## config.mk

```make
export PLATFORM = sky130hd
export DESIGN_NAME = imem_dual_rom_loader_flat
export DESIGN_NICKNAME = d
export VERILOG_FILES = /design/src/rtl/imem_dual_rom_loader_if.sv /design/src/rtl/imem_dual_rom_loader.sv /design/src/flat_wrapper.sv
export SDC_FILE = /design/constraint.sdc
export NUM_CORES = 2
export LEC_CHECK = 0
export ABC_AREA = 1
export CAP_MARGIN = 5
export CELL_PAD_IN_SITES_DETAIL_PLACEMENT = 2
export CELL_PAD_IN_SITES_GLOBAL_PLACEMENT = 2
export CORE_MARGIN = 10
export CORE_UTILIZATION = 30
export CTS_CLUSTER_SIZE = 16
export DETAILED_ROUTE_END_ITERATION = 10
export PLACE_DENSITY = 0.6
export SYNTH_ARGS = -nofsm -noshare
export SYNTH_HDL_FRONTEND = slang
export SYNTH_SLANG_ARGS = --single-unit
```

## constraint.sdc

```tcl
create_clock -name CLK -period 5.8 [get_ports CLK]
set_input_delay 1.16 -clock CLK [delete_from_list [all_inputs] [get_ports CLK]]
set_output_delay 1.16 -clock CLK [all_outputs]
set_load 0.05 [all_outputs]
```

## src/rtl/imem_dual_rom_loader_if.sv

```systemverilog
// rtl/imem_dual_rom_loader_if.sv - loader byte stream and dual fetch port bundle
interface imem_dual_rom_loader_if #(
  parameter int AW = 6,
  parameter int DW = 32
);
  logic          ld_valid;
  logic          ld_ready;
  logic [7:0]    ld_byte;
  logic          ld_last;
  logic [AW-1:0] ROM_A1;
  logic [AW-1:0] ROM_A2;
  logic [DW-1:0] ROM_RD1;
  logic [DW-1:0] ROM_RD2;

  modport master (
    output ld_valid, ld_byte, ld_last, ROM_A1, ROM_A2,
    input  ld_ready, ROM_RD1, ROM_RD2
  );

  modport slave (
    input  ld_valid, ld_byte, ld_last, ROM_A1, ROM_A2,
    output ld_ready, ROM_RD1, ROM_RD2
  );
endinterface

```

## src/rtl/imem_dual_rom_loader.sv

```systemverilog
// rtl/imem_dual_rom_loader.sv - program store loaded from a byte stream, then served on two fetch ports
module imem_dual_rom_loader #(
  parameter int AW = 6,
  parameter int DW = 32
) (
  input  logic          CLK,
  input  logic          RST,
  imem_dual_rom_loader_if.slave bus,
  output logic          cpu_rst,
  output logic          load_done,
  output logic          load_err,
  output logic [AW:0]   word_count
);
  localparam int DEPTH = 1 << AW;

  typedef enum logic [1:0] {
    S_LOAD = 2'd0,
    S_RUN  = 2'd1,
    S_ERR  = 2'd2
  } state_t;

  state_t        state_q;
  logic [1:0]    byte_idx_q;
  logic [23:0]   asm_q;
  logic [AW:0]   wc_q;
  logic [DW-1:0] mem_q [DEPTH];
  logic          ld_ready_q;
  logic          cpu_rst_q;
  logic          load_done_q;
  logic          load_err_q;
  logic          store_full;

  assign store_full = (wc_q == (AW+1)'(DEPTH));

  // Status outputs are registered alongside the state so they always match it.
  always_ff @(posedge CLK) begin
    if (RST) begin
      state_q     <= S_LOAD;
      byte_idx_q  <= 2'd0;
      asm_q       <= '0;
      wc_q        <= '0;
      ld_ready_q  <= 1'b1;
      cpu_rst_q   <= 1'b1;
      load_done_q <= 1'b0;
      load_err_q  <= 1'b0;
      for (int i = 0; i < DEPTH; i++) begin
        mem_q[i] <= '0;
      end
    end else if (state_q == S_LOAD && bus.ld_valid) begin
      if (store_full) begin
        state_q    <= S_ERR;
        ld_ready_q <= 1'b0;
        load_err_q <= 1'b1;
      end else if (byte_idx_q == 2'd3) begin
        mem_q[wc_q[AW-1:0]] <= {bus.ld_byte, asm_q};
        wc_q       <= wc_q + (AW+1)'(1);
        byte_idx_q <= 2'd0;
        asm_q      <= '0;
        if (bus.ld_last) begin
          state_q     <= S_RUN;
          ld_ready_q  <= 1'b0;
          cpu_rst_q   <= 1'b0;
          load_done_q <= 1'b1;
        end
      end else begin
        asm_q[{byte_idx_q, 3'b000} +: 8] <= bus.ld_byte;
        byte_idx_q <= byte_idx_q + 2'd1;
        // Program ended on a partial word.
        if (bus.ld_last) begin
          state_q    <= S_ERR;
          ld_ready_q <= 1'b0;
          load_err_q <= 1'b1;
        end
      end
    end
  end

  assign bus.ld_ready = ld_ready_q;
  assign bus.ROM_RD1  = mem_q[bus.ROM_A1];
  assign bus.ROM_RD2  = mem_q[bus.ROM_A2];
  assign cpu_rst      = cpu_rst_q;
  assign load_done    = load_done_q;
  assign load_err     = load_err_q;
  assign word_count   = wc_q;
endmodule

```

## src/flat_wrapper.sv

```systemverilog
// flat-port wrapper written by rule: the top's interface ports become plain ports
module imem_dual_rom_loader_flat 
#(
  parameter int AW = 6,
  parameter int DW = 32
)
  (CLK, RST, cpu_rst, load_done, load_err, word_count, bus_ld_valid, bus_ld_byte, bus_ld_last, bus_ROM_A1, bus_ROM_A2, bus_ld_ready, bus_ROM_RD1, bus_ROM_RD2);
  imem_dual_rom_loader_if #(.AW(AW), .DW(DW)) bus_i ();
  input  logic CLK;
  input  logic RST;
  output logic cpu_rst;
  output logic load_done;
  output logic load_err;
  output logic [AW:0] word_count;
  input wire logic [$bits(bus_i.ld_valid)-1:0] bus_ld_valid;
  input wire logic [$bits(bus_i.ld_byte)-1:0] bus_ld_byte;
  input wire logic [$bits(bus_i.ld_last)-1:0] bus_ld_last;
  input wire logic [$bits(bus_i.ROM_A1)-1:0] bus_ROM_A1;
  input wire logic [$bits(bus_i.ROM_A2)-1:0] bus_ROM_A2;
  output wire logic [$bits(bus_i.ld_ready)-1:0] bus_ld_ready;
  output wire logic [$bits(bus_i.ROM_RD1)-1:0] bus_ROM_RD1;
  output wire logic [$bits(bus_i.ROM_RD2)-1:0] bus_ROM_RD2;
  assign bus_i.ld_valid = bus_ld_valid;
  assign bus_i.ld_byte = bus_ld_byte;
  assign bus_i.ld_last = bus_ld_last;
  assign bus_i.ROM_A1 = bus_ROM_A1;
  assign bus_i.ROM_A2 = bus_ROM_A2;
  assign bus_ld_ready = bus_i.ld_ready;
  assign bus_ROM_RD1 = bus_i.ROM_RD1;
  assign bus_ROM_RD2 = bus_i.ROM_RD2;
  imem_dual_rom_loader #(.AW(AW), .DW(DW)) u_core (.CLK(CLK), .RST(RST), .bus(bus_i), .cpu_rst(cpu_rst), .load_done(load_done), .load_err(load_err), .word_count(word_count));
endmodule
```

# [Word level (Yosys, flattened, before mapping)]
# Memory sizes are Yosys's and may differ from the RTL's.
# Index checks and enable logic that the tools add are counted.
[word_totals] reg_bits=39 ramBits=2048 input_bits=24 elab_cells=49 n_memories=1
[op_classes] n_addsub=3 eq_ne=3 n_shift=2 mux=22 bitwise=1 n_reduce_logical=9
[mem_list] memory="u_core.mem_q" words=64 word_bits=32 rd=2 rd_clocked_by_memory_dff=0 wr=64 line_no="imem_dual_rom_loader.sv:26" text="logic [DW-1:0] mem_q [DEPTH];"
[op_table] cell="2-to-1 mux 32 bit" count=1
[op_table] cell="OR reduction 32 bit" count=1
[op_table] cell="bitwise mux 24 bit" count=1
[op_table] cell="2-to-1 mux 24 bit" count=1
[op_table] cell="variable shift 8 x 7 -> 24 bit (first input constant)" count=1
[op_table] cell="indexed part select 8 x 7 -> 24 bit" count=1
[op_table] cell="2-to-1 mux 1 bit" count=13
[op_table] cell="2-to-1 mux 2 bit" count=5
[op_table] cell="adder 7 x 1 -> 7 bit (second input constant)" count=1
[op_table] cell="== test 7 bit (second input constant)" count=1
[op_table] cell="negation 5 -> 7 bit" count=1
[op_table] cell="2-to-1 mux 6 bit" count=1
[op_table] cell="AND reduction 3 bit" count=2
[op_table] cell="AND reduction 2 bit" count=2
[op_table] cell="AND reduction 4 bit" count=1
[op_table] cell="adder 2 x 1 -> 2 bit (second input constant)" count=1
[op_table] cell="== test 2 bit (second input constant)" count=1
[op_table] cell="zero test 2 bit" count=1
[op_table] cell="!= test 2 x 1 -> 1 bit (second input constant)" count=1
[op_table] cell="nonzero test 2 bit" count=1
[op_table] cell="logical AND 1 bit" count=1
[op_table] cell="NOT 1 bit" count=1

# [Depth between registers and ports, before layout]
[logic_depth] ltp_word=8 mapped_depth=13 ltp_nobuf=10

# [Worst setup path after synthesis]
# No wires, ideal clock.
[synth_timing] kind="input-to-output" startpoint="in bus_ROM_A1[0]" endpoint="out bus_ROM_RD1[31]" arrival_time_ns=3.028 setup_slack_ns=1.612 path_stages=12 path_cell_list="clkbuf_1 clkbuf_1 clkbuf_1 clkbuf_1 nand2_1 nand3_1 nand3_1 nand3_1 nand3_1 nand2_1 nand2_1 nand2_1"
[synth_via] elab_chain_cells=1
[synth_lines] element="start, declared" line_no="flat_wrapper.sv:18" text="input wire logic [$bits(bus_i.ROM_A1)-1:0] bus_ROM_A1;"
[synth_lines] element="memory read (64 x 32 bit)"
[synth_lines] element="end, declared" line_no="flat_wrapper.sv:21" text="output wire logic [$bits(bus_i.ROM_RD1)-1:0] bus_ROM_RD1;"
# No other way between the ends.

# [Worst setup path in the final report]
[layout_timing] startpoint="in bus_ROM_A2[2]" endpoint="out bus_ROM_RD2[8]"
[layout_via] elab_chain_cells=1
[layout_lines] element="start, declared" line_no="flat_wrapper.sv:19" text="input wire logic [$bits(bus_i.ROM_A2)-1:0] bus_ROM_A2;"
[layout_lines] element="memory read (64 x 32 bit)"
[layout_lines] element="end, declared" line_no="flat_wrapper.sv:22" text="output wire logic [$bits(bus_i.ROM_RD2)-1:0] bus_ROM_RD2;"
# No other way between the ends.

==> qor.csv <==
stage,metric,value,unit
run_status,status,completed,
power,pwr dens,312,mW/mm^2
synthesis,Seq cells post-synth,2087,
sta,highest clock rate,174,MHz
clocking,htree depth,5,
detailed_routing,DR WL/cell,35.1,um
clocking,clk sink count,2087,
worst_hold_path,hold crit path type,reg -> reg,
sta,endpoints failing hold,0,
sta,skew final,48.0,ps
place,port buffer count,98,
synthesis,ys flop type,edfxtp_1,
floorplanning,Site Rows,224,
detailed_routing,routed vias/inst,5.83,
grt,pin count of the biggest net entering global routing,112,
grt,first-pass GRT wire length,926000,um
final_layout,FF/Latch Area,0.0623,mm^2
final_layout,Layout Cells excl Fill,19000,
grt,initial antenna violation count,15,
place,HPWL reported at the end of detailed placement,417000,um
sta,Max-slew headroom,19.1,%
final_layout,Area growth syn-to-layout,16.7,%
clocking,CTS tree,done,
setup_path,CP required,4640,ps
final_layout,layout cells sized above 1,9.02,%
final_layout,fill count,41700,
setup_path,top cell family by delay on the critical path,buffers and inverters,
setup_path,reg2reg end,u_core.mem_q[34][27],
sta,min Tclk post-route,5740,ps
worst_hold_path,Worst Hold Path Cells,2,
detailed_routing,WL final,667000,um
clocking,cts repair resizes,0,
sta,setup TNS,0,ps
sta,part of the cycle the worst path needs,98.9,%
grt,via count of the first global-routing pass,117000,
synthesis,synthesized area,0.112,mm^2
worst_hold_path,hold path startpoint,u_core.load_err,
final_layout,Final Util,35.2,%
synthesis,asr flop ratio synth,0,%
synthesis,"EDFF count, synth",2048,
setup_path,worst-path cell chain,"buf_8, inv_8, buf_12, buf_12, buf_4, nand3_1, nand3_1, nand3_1, nand2_1, nand2_1, nand2_1, buf_12",
clocking,Root Buffer,clkbuf_16,
clocking,Clock Latency Late Sink,970,ps
floorplanning,Die Wd,632,um
floorplanning,Core Region,0.373,mm^2
power,Leak,49.0,nW
run,max_cap viols,0,
synthesis,post-synthesis sequential area ratio,55.4,%
sta,RSZ-0062 raised after global routing,false,
setup_path,CP startpoint kind,primary input,
sta,Setup-failing EPs final,0,
floorplanning,IO Count,99,
clocking,clock transition at the registers of the reported paths,50,ps
setup_path,crit path capture type,primary output,
synthesis,Syn Inst Count,14100,
setup_path,Worst Path Arrival,4580,ps
floorplanning,Die Area,0.400,mm^2
detailed_routing,Routed Antenna Nets,0,
setup_path,Reg-to-Reg Start,u_core.word_count[0],
setup_path,critical path class,in -> out,
floorplanning,Die H,632,um
sta,count of pins over their slew limit,0,
sta,Least-Margin Pin Slew,1210,ps
setup_path,R2R setup slack,1430,ps
synthesis,Syn Nets,14100,
final_layout,final net count,13800,
power,Tot Pwr,41.0,mW
setup_path,slowest cell delay on critical path,520,ps
setup_path,worst r2r path cells,11,
power,maximum vdd drop,284,uV
synthesis,syn_area_per_cell,7.97,um^2
synthesis,Yosys Warn Count,0,
clocking,postcts setup bufs,0,
grt,Total GRT Usage,32.2,%
synthesis,Unique masters post-synth,25,
clocking,Num CTS Buffers,279,
detailed_routing,DR DRC count,0,
detailed_routing,Vias,111000,
place,GPL Wtd Cong,0.877,
setup_path,Buffers & Inverters on Critical Path,6,
grt,grt ovf,0,
detailed_routing,Starting DRT DRC Count,11000,
setup_path,slowest cell on the critical path,nand2_1,
worst_hold_path,WHS Endpoint,u_core.load_err,
clocking,# hold bufs at CTS,0,
floorplanning,Initial Util,30.2,%
final_layout,area of the multi-input gates,0.0455,mm^2
detailed_routing,Pre-antenna DRT Iters,6,
place,Cells after DPL,18500,
clocking,clk buf depth,4,
setup_path,worst-path maximum fanout,45,
## cell type report
type                       count  share of cell area (%)
antenna                        6                  0.0114
multi-input combinational  10600                    34.6
inverter                      69                   0.275
sequential                  2087                    47.4
timing repair buffer         723                    6.28
tap                         4972                    4.74
clock inverter               130                   0.879
clock buffer                 362                    5.76
## cells by family (layout without fill, tap and decap cells)
group / count (synthesis) / count (layout) / share of synthesized area [%]
AO/OA/AOI/OAI: 50 / 50 / 0.253
other: 0 / 6 / 0
AND/OR/NAND/NOR: 10600 / 10600 / 39.6
XOR/XNOR: 2 / 2 / 0.0156
adder cells (fa/ha/maj): 7 / 7 / 0.0779
flip-flops: 2087 / 2087 / 55.4
buffers and inverters: 1388 / 1284 / 4.64
## worst register-to-register path: cells and delay by family, from the launching register on
kind | cells | cell delay, ps
AND/OR/NAND/NOR | 6 | 1870
buffers and inverters | 3 | 940
flip-flops | 1 | 660
adder cells (fa/ha/maj) | 1 | 340
AO/OA/AOI/OAI | 1 | 230
## where the power goes
part / total, mW / switching [mW] / internal (mW) / leakage [nW]
logic: 6.17 / 4.69 / 1.48 / 23.8
registers: 17.4 / 0.341 / 17.1 / 21.0
clock network: 17.3 / 7.36 / 9.98 / 4.28
total: 41.0 / 12.4 / 28.6 / 49.0
## cells in the mapped netlist (5+ instances only)
library cell / instances / area share, %
nand3_1: 3861 / 17
inv_1: 51 / 0.17
dfxtp_1: 39 / 0.69
nand2_1: 4615 / 15
buf_2: 5 / 0.022
clkbuf_1: 1201 / 4.0
nor2_1: 2082 / 6.9
a21oi_1: 21 / 0.093
o21ai_0: 17 / 0.076
ha_1: 7 / 0.078
a211oi_1: 8 / 0.053
inv_2: 18 / 0.060
nor3_1: 14 / 0.062
buf_1: 113 / 0.38
edfxtp_1: 2048 / 55
## routing by layer
metal	track usage (%)	up-vias	routed length (um)
met5	0	-	21
met4	21.9	4	54700
met3	3.28	1403	34700
met2	53.2	4178	310000
met1	39.8	58400	268000
li1	-	46700	-
## cells in the final DEF (no fill, tap or decap), drive strengths merged, types with 22 or more instances in the layout
cell type  Yosys  final
clkinv         0    137
nand3       3861   3861
buf          118    700
clkbuf      1201    364
dfxtp         39     39
a21oi         22     22
nand2       4615   4615
nor2        2084   2084
inv           69     41
edfxtp      2048   2048
## registers in the layout, indices dropped and copies added, names as in the netlist
signal	flops
u_core.mem_q	2048
u_core.asm_q	24
u_core.word_count	7
u_core.byte_idx_q	2
u_core.state_q	2
u_core.bus.ld_ready	1
u_core.cpu_rst	1
u_core.load_done	1
u_core.load_err	1
## metrics by stage
step                      hold slack [ps]  instance area [um^2]  worst slack (ps)
final                                 464                131000              64.6
after global routing                  498                131000               132
after CTS                             464                131000              67.0
after detailed placement              446                123000              75.8
after global placement                445                123000              34.1
after floorplan                       435                112000              1610
## how the worst max path moves through the flow
stage / from / endpoint / slack (ps) / cells past startpoint
2_1_floorplan: bus_ROM_A1[0] / bus_ROM_RD1[31] / 1610 / 12
3_3_place_gp: bus_ROM_A2[2] / bus_ROM_RD2[8] / 30 / 12
3_5_place_dp: bus_ROM_A2[2] / bus_ROM_RD2[8] / 80 / 12
4_1_cts: bus_ROM_A2[2] / bus_ROM_RD2[8] / 70 / 12
5_1_grt: bus_ROM_A2[2] / bus_ROM_RD2[4] / 130 / 12
6_report: bus_ROM_A2[2] / bus_ROM_RD2[8] / 60 / 12
No activity file was read; power rests on OpenSTA's default activity.
